File: config.mk
export PLATFORM = sky130hd
export DESIGN_NAME = wb_stage_reg
export DESIGN_NICKNAME = d
export VERILOG_FILES = /design/src/rtl/wb_stage_reg.sv
export SDC_FILE = /design/constraint.sdc
export NUM_CORES = 1
export LEC_CHECK = 0
export CORE_MARGIN = 2
export CORE_UTILIZATION = 33
export DETAILED_ROUTE_END_ITERATION = 10
export PLACE_DENSITY = 0.78
export SYNTH_ARGS = -nofsm -noshare
export SYNTH_HDL_FRONTEND = slang
export SYNTH_SLANG_ARGS = --single-unit
export TNS_END_PERCENT = 30
File: constraint.sdc
create_clock -name clk -period 0.9 [get_ports clk]
set_input_delay 0.09 -clock clk [delete_from_list [all_inputs] [get_ports clk]]
set_output_delay 0.09 -clock clk [all_outputs]
set_load 0.01 [all_outputs]
File: src/rtl/wb_stage_reg.sv
// ----------------------------------------------------------------------------
// wb_stage_reg
//
// Pipeline latch between the memory-access and write-back stages. It carries
// WB_PORTS parallel register-file write channels plus the HI/LO and LLbit
// side channels and a valid bit. Same-cycle writes to the same register are
// resolved at capture (the highest port index wins), and the loss is flagged
// on wb_conflict.
//
// Optional feature macro: WB_STAGE_PERF_CNT_EN
//   defined   : saturating retire_cnt / bubble_cnt counters are built
//   undefined : no counter flops, retire_cnt / bubble_cnt tied to 0
//
// Ports
//   clk, rst           clock, synchronous active-high reset
//   stall[STALL_W]     stall vector (1 = stop); bit STAGE is this latch
//   flush              exception flush, kills the captured instruction
//   mem_*              MEM-stage results (valid, per-port wd/wreg/wdata,
//                      hi/lo/whilo, LLbit_we/LLbit_value)
//   wb_*               registered copies of the above
//   wb_conflict        a port write was suppressed at the last capture
//   retire_cnt         valid instructions captured (saturating)
//   bubble_cnt         bubbles inserted (saturating)
// ----------------------------------------------------------------------------
module wb_stage_reg #(
    parameter int STAGE    = 4,
    parameter int STALL_W  = 6,
    parameter int WB_PORTS = 1,
    parameter int ADDR_W   = 5,
    parameter int DATA_W   = 32,
    parameter int CNT_W    = 16
) (
    input  logic                         clk,
    input  logic                         rst,
    input  logic [STALL_W-1:0]           stall,
    input  logic                         flush,
    input  logic                         mem_valid,
    input  logic [WB_PORTS*ADDR_W-1:0]   mem_wd,
    input  logic [WB_PORTS-1:0]          mem_wreg,
    input  logic [WB_PORTS*DATA_W-1:0]   mem_wdata,
    input  logic [DATA_W-1:0]            mem_hi,
    input  logic [DATA_W-1:0]            mem_lo,
    input  logic                         mem_whilo,
    input  logic                         mem_LLbit_we,
    input  logic                         mem_LLbit_value,
    output logic                         wb_valid,
    output logic [WB_PORTS*ADDR_W-1:0]   wb_wd,
    output logic [WB_PORTS-1:0]          wb_wreg,
    output logic [WB_PORTS*DATA_W-1:0]   wb_wdata,
    output logic [DATA_W-1:0]            wb_hi,
    output logic [DATA_W-1:0]            wb_lo,
    output logic                         wb_whilo,
    output logic                         wb_LLbit_we,
    output logic                         wb_LLbit_value,
    output logic                         wb_conflict,
    output logic [CNT_W-1:0]             retire_cnt,
    output logic [CNT_W-1:0]             bubble_cnt
);

    logic down_stall;

    // The last stage in the vector has no downstream neighbour.
    generate
        if (STAGE >= STALL_W-1) begin : g_last_stage
            assign down_stall = 1'b0;
        end else begin : g_mid_stage
            assign down_stall = stall[STAGE+1];
        end
    endgenerate

    logic own_stall;
    logic bubble;
    logic capture;
    logic clear;

    assign own_stall = stall[STAGE];
    assign bubble    = own_stall && !down_stall;
    assign capture   = !own_stall;
    assign clear     = rst || flush || bubble;

    logic [WB_PORTS-1:0] wreg_v;
    logic [WB_PORTS-1:0] wreg_f;
    logic                conflict_n;

    // Write filtering: drop writes to register 0 and, among ports aimed at
    // the same register, keep only the highest-index one.
    always_comb begin
        wreg_v     = mem_wreg & {WB_PORTS{mem_valid}};
        wreg_f     = wreg_v;
        conflict_n = 1'b0;
        for (int i = 0; i < WB_PORTS; i++) begin
            if (mem_wd[i*ADDR_W +: ADDR_W] == '0) begin
                wreg_f[i] = 1'b0;
            end
            for (int j = i + 1; j < WB_PORTS; j++) begin
                if (wreg_v[i] && wreg_v[j] &&
                    (mem_wd[i*ADDR_W +: ADDR_W] == mem_wd[j*ADDR_W +: ADDR_W]) &&
                    (mem_wd[i*ADDR_W +: ADDR_W] != '0)) begin
                    wreg_f[i]  = 1'b0;
                    conflict_n = 1'b1;
                end
            end
        end
    end

    always_ff @(posedge clk) begin
        if (clear) begin
            wb_valid       <= 1'b0;
            wb_wd          <= '0;
            wb_wreg        <= '0;
            wb_wdata       <= '0;
            wb_hi          <= '0;
            wb_lo          <= '0;
            wb_whilo       <= 1'b0;
            wb_LLbit_we    <= 1'b0;
            wb_LLbit_value <= 1'b0;
            wb_conflict    <= 1'b0;
        end else if (capture) begin
            wb_valid       <= mem_valid;
            wb_wd          <= mem_wd;
            wb_wreg        <= wreg_f;
            wb_wdata       <= mem_wdata;
            wb_hi          <= mem_hi;
            wb_lo          <= mem_lo;
            wb_whilo       <= mem_whilo && mem_valid;
            wb_LLbit_we    <= mem_LLbit_we && mem_valid;
            wb_LLbit_value <= mem_LLbit_value;
            wb_conflict    <= conflict_n;
        end
    end

`ifdef WB_STAGE_PERF_CNT_EN
    logic [CNT_W-1:0] retire_q;
    logic [CNT_W-1:0] bubble_q;

    always_ff @(posedge clk) begin
        if (rst) begin
            retire_q <= '0;
            bubble_q <= '0;
        end else if (!flush) begin
            if (bubble && (bubble_q != '1)) begin
                bubble_q <= bubble_q + 1'b1;
            end
            if (capture && mem_valid && (retire_q != '1)) begin
                retire_q <= retire_q + 1'b1;
            end
        end
    end

    assign retire_cnt = retire_q;
    assign bubble_cnt = bubble_q;
`else
    assign retire_cnt = '0;
    assign bubble_cnt = '0;
`endif

endmodule
* Yosys cells after proc, flatten, opt, wreduce, memory -nomap -nowiden
Index checks and enable logic that the tools add are counted.
Storage, ports and cells: RAM bits 0, memories 0, output and inout port bits 139, bits in latches 0, bits in read-only memories 0, bits in registers 106
Cells by class: reductions and logical operators 7, shifts and indexed selects 0, eq/ne operators 0, multiplexer cells 1, multipliers 0, bitwise logic cells 1, divide/modulo/power cells 0, $add $sub $neg 0, magnitude comparators 0
Operators by type and width (number):
- $logic_not A5 Y1 | 1
- $logic_and A1 B1 Y1 | 3
- $logic_or A1 B1 Y1 | 2
- $and A1 B1 Y1 | 1
- $logic_not A1 Y1 | 1
- $mux W1 | 1

* Logic depth before layout (Yosys ltp)
depth after elaboration 3, mapped depth 6, gate-level depth less buffers 3

* Worst setup path after synthesis
OpenSTA, ideal clock, no wires.
kind input to register, start point in stall[4], end point reg wb_hi[21], buffers on the path 3, stages on the path 5, arrival time 0.856 ns, setup slack -0.070 ns, cells stage by stage buf_2 > buf_4 > buf_4 > mux2i_1 > nor2_1
On the way: cells in the longest elaborated chain, start to end 2
RTL lines:
- from (decl) | RTL line 35 | input logic [STALL_W-1:0] stall,
- $logic_and A1 B1 Y1 | RTL line 77 | assign bubble = own_stall && !down_stall;
- $logic_or A1 B1 Y1 | RTL line 79 | assign clear = rst || flush || bubble;
- to (signal assigned) | RTL line 123 | wb_hi <= mem_hi;
- to (decl) | RTL line 50 | output logic [DATA_W-1:0] wb_hi,
Several ways; a longest one is shown, not always the timed one. A chain may end at the register's enable or synchronous reset.

* Worst setup path in the final report
start point reg wb_wdata[29], end point out wb_wdata[29]
RTL lines:
- from (decl) | RTL line 49 | output logic [WB_PORTS*DATA_W-1:0] wb_wdata,
- from (signal assigned) | RTL line 122 | wb_wdata <= mem_wdata;
No word-level cell between the ends.

==> summary.md <==
| Metric | Value |
|---|---|
| Critical path peak fanout | `2` |
| H-tree depth | `3` |
| Antenna viol nets, final | `0` |
| 1st-iter DRT viols | `65` |
| Clk buf depth | `2` |
| Number of global-route vias before repair | `3438` |
| DP Wirelength | `8338 µm` |
| Top cells by area, synth | `dfxtp_1, mux2i_1, nor2_1` |
| Max frequency | `1.121 GHz` |
| Routing usage on met2 | `29.40%` |
| Nets | `739` |
| Multi-input logic area | `0.001657 mm²` |
| Internal power | `8473 µW` |
| Worst path top cell family by delay | `flip-flops` |
| Antenna Cells | `0` |
| Sequential share of power | `45.4%` |
| Register area | `0.002255 mm²` |
| Switch Pwr | `2396 µW` |
| Die Area | `0.01300 mm²` |
| Mapped Cells | `381` |
| Max IR drop VDD | `0.001196 V` |
| Core Region | `0.01191 mm²` |
| Crit-path max cell delay | `360 ps` |
| Met3 usage | `6.376%` |
| Hold slack | `128.3 ps` |
| Yosys cell types | `14` |
| CTS Root Cell | `clkbuf_16` |
| Critical Path, Cell by Cell | `buf_6` |
| Area grow syn2layout | `80.65%` |
| Synth Warn # | `0` |
| Critical path data required time | `810 ps` |
| Worst path slowest cell | `dfxtp_2` |
| Buf+Inv Stages, Crit Path | `1` |
| Antenna violations before repair | `0` |
| Most common library cells after synthesis | `dfxtp_1, nor2_1, mux2i_1, buf_4, buf_2` |
| Crit Path Class | `reg -> out` |
| Sink Count | `106` |
| Syn avg cell area | `10.49 µm²` |
| # DRC | `0` |
| I/O Pins | `254` |
| Asr flop ratio synth | `0%` |
| Die extent in x | `114.0 µm` |
| Hold crit path type | `in -> reg` |
| WL per Instance | `15.05 µm` |
| Critical path endpoint category | `primary output` |
| Unrepaired setup endpoints after global routing | `yes` |
| GR peak layer | `met2` |
| Met1 Use GR | `18.06%` |
| Chip Height | `114.0 µm` |
| Post-synth EDFFs | `0` |
| Final Slew Violations | `0` |
| Pwr/cell area | `1506 mW/mm²` |
| Yosys top cell area share | `53.12%` |
| Vias/cell | `4.436` |
| # setup viols final | `0` |
| Outcome | `finished, final reports clean` |
| Minimum clock period | `891.8 ps` |
| Yosys reg bits | `106` |
| Fillers | `968` |
| Max Cap Viol | `0` |
| Fin crit share | `99.09%` |
| GPL Wtd Cong | `0.8075` |
| Worst path arrival time | `800 ps` |
| TritonCTS clock tree | `built` |
| Largest net degree at the start of global routing | `56` |
| Drt first pass iters | `4` |
| CTS Buf Count | `9` |
| Lkg Pwr | `0.003306 µW` |
| Placement Cell Area | `0.006432 mm²` |
| Mapped Area | `0.003995 mm²` |
| Switch share | `22.05%` |
| Clock-pin slew of the registers on the worst-case setup and hold paths | `70 ps` |
| Vias | `3442` |
| Share of post-route cells with drive strength above 1 | `45.79%` |
| First-pass GRT wire length | `16990 µm` |
| Insertion delay to the later sink of the worst-skew pair | `340 ps` |
| Initial Utilization | `33.54%` |
| Main synth FF type | `dfxtp_1` |
| CP Launch Type | `flop` |
| Fin. Hold Viols | `0` |
| Largest area contributor in the netlist | `dfxtp_1` |
| Total Power | `10870 µW` |
| Sequential area share after synthesis | `53.12%` |
| Design area | `0.007217 mm²` |
| IO buf count | `216` |
| # hold bufs at CTS | `0` |
| Final wirelength | `11680 µm` |
| Clock network fraction of total power | `39.1%` |
| Final setup skew | `0 ps` |
| GRT overflow | `0` |
| Combinational fraction of design power | `15.5%` |
| Total Routing Usage GR | `16.75%` |
| Row cnt | `40` |
[final timing paths]
check | startpoint | endpoint | slack (ps) | cells after the start
worst max-delay path | wb_wdata[29] | wb_wdata[29] | 8 | 1
worst min-delay path | mem_wd[3] | wb_wd[3] | 130 | 3
worst max register to register | wb_wdata[4] | wb_wdata[4] | 120 | 3
worst min register to register | wb_valid | wb_valid | 490 | 2
[metrics by stage]
stage                     setup slack (ps)  utilization [%]  TNS, ps  std cells
after global placement              -544.9            54.00   -41710        750
after global routing                -28.75            60.59   -281.6        776
final                                8.157            60.59        0        776
after floorplan                     -42.61                -   -42.61        413
after detailed placement            -564.1            54.00   -46030        750
after CTS                           -17.32            56.57   -36.20        768
[cell families after synthesis]
family	count (synthesis)	share of synthesized area, %
AND/OR/NAND/NOR	109	10.40
AO/OA/AOI/OAI	6	1.034
multiplexers	102	25.56
flip-flops	106	53.12
other	1	0.09387
buffers and inverters	57	9.803
[layout by cell type, fill, tap and decap left out, drive strengths merged]
cell type      count
clkbuf            16
buf              143
clkinv             2
dfxtp            106
a22oi              2
o211ai             1
clkdlybuf4s15      2
dlymetal6s2s       2
nor2b              1
clkdlybuf4s50    102
or4                1
a21oi              2
bufinv             2
mux2i            102
o21ai              1
conb              33
nand2              1
dlygate4sd2        3
nor2             106
inv                1
[layout make-up]
cell class / count / area share (%)
Timing Repair Buffer: 256 / 38.63
Tap cell: 147 / 2.549
Sequential cell: 106 / 31.24
Inverter: 1 / 0.05201
Clock buffer: 12 / 3.554
Multi-Input combinational cell: 250 / 22.95
Clock inverter: 4 / 1.023
[what timing repair did]
action / in CTS / in global routing
gates resized for setup: 598 / 67
pin swaps: 5 / 6
buffers inserted: 2 / 5
cloned: 0 / 4
setup endpoints to repair: 157 / 174
[tightest hold or removal path, delay by kind of cell]
family        cells  cell delay [ps]
buf+inv           1              200
mux               1               70
simple gates      1               70
[sequential cells by signal, summed over array words and instances, names as in the netlist]
| name | flops |
|---|---|
| wb_wd | 5 |
| wb_hi | 32 |
| wb_wreg | 1 |
| wb_LLbit_value | 1 |
| wb_whilo | 1 |
| wb_wdata | 32 |
| wb_valid | 1 |
| wb_LLbit_we | 1 |
| wb_lo | 32 |
[metal layers]
metal  up-vias  part of all wire (%)
met5         -                     0
met4         0                   1.8
met3        15                   9.3
met2       160                    51
met1      1603                    38
li1       1664                     -
[power by group through the flow]
stage               sequential, µW  clock (µW)  combinational, µW
floorplan                     5050           0                684
detailed placement            4990           0               1570
global placement              4990           0               1540
global route                  4950        4580               1790
finish                        4930        4250               1680
CTS                           4920        4380               1540
Note: power is estimated with default switching activity, not from simulation.
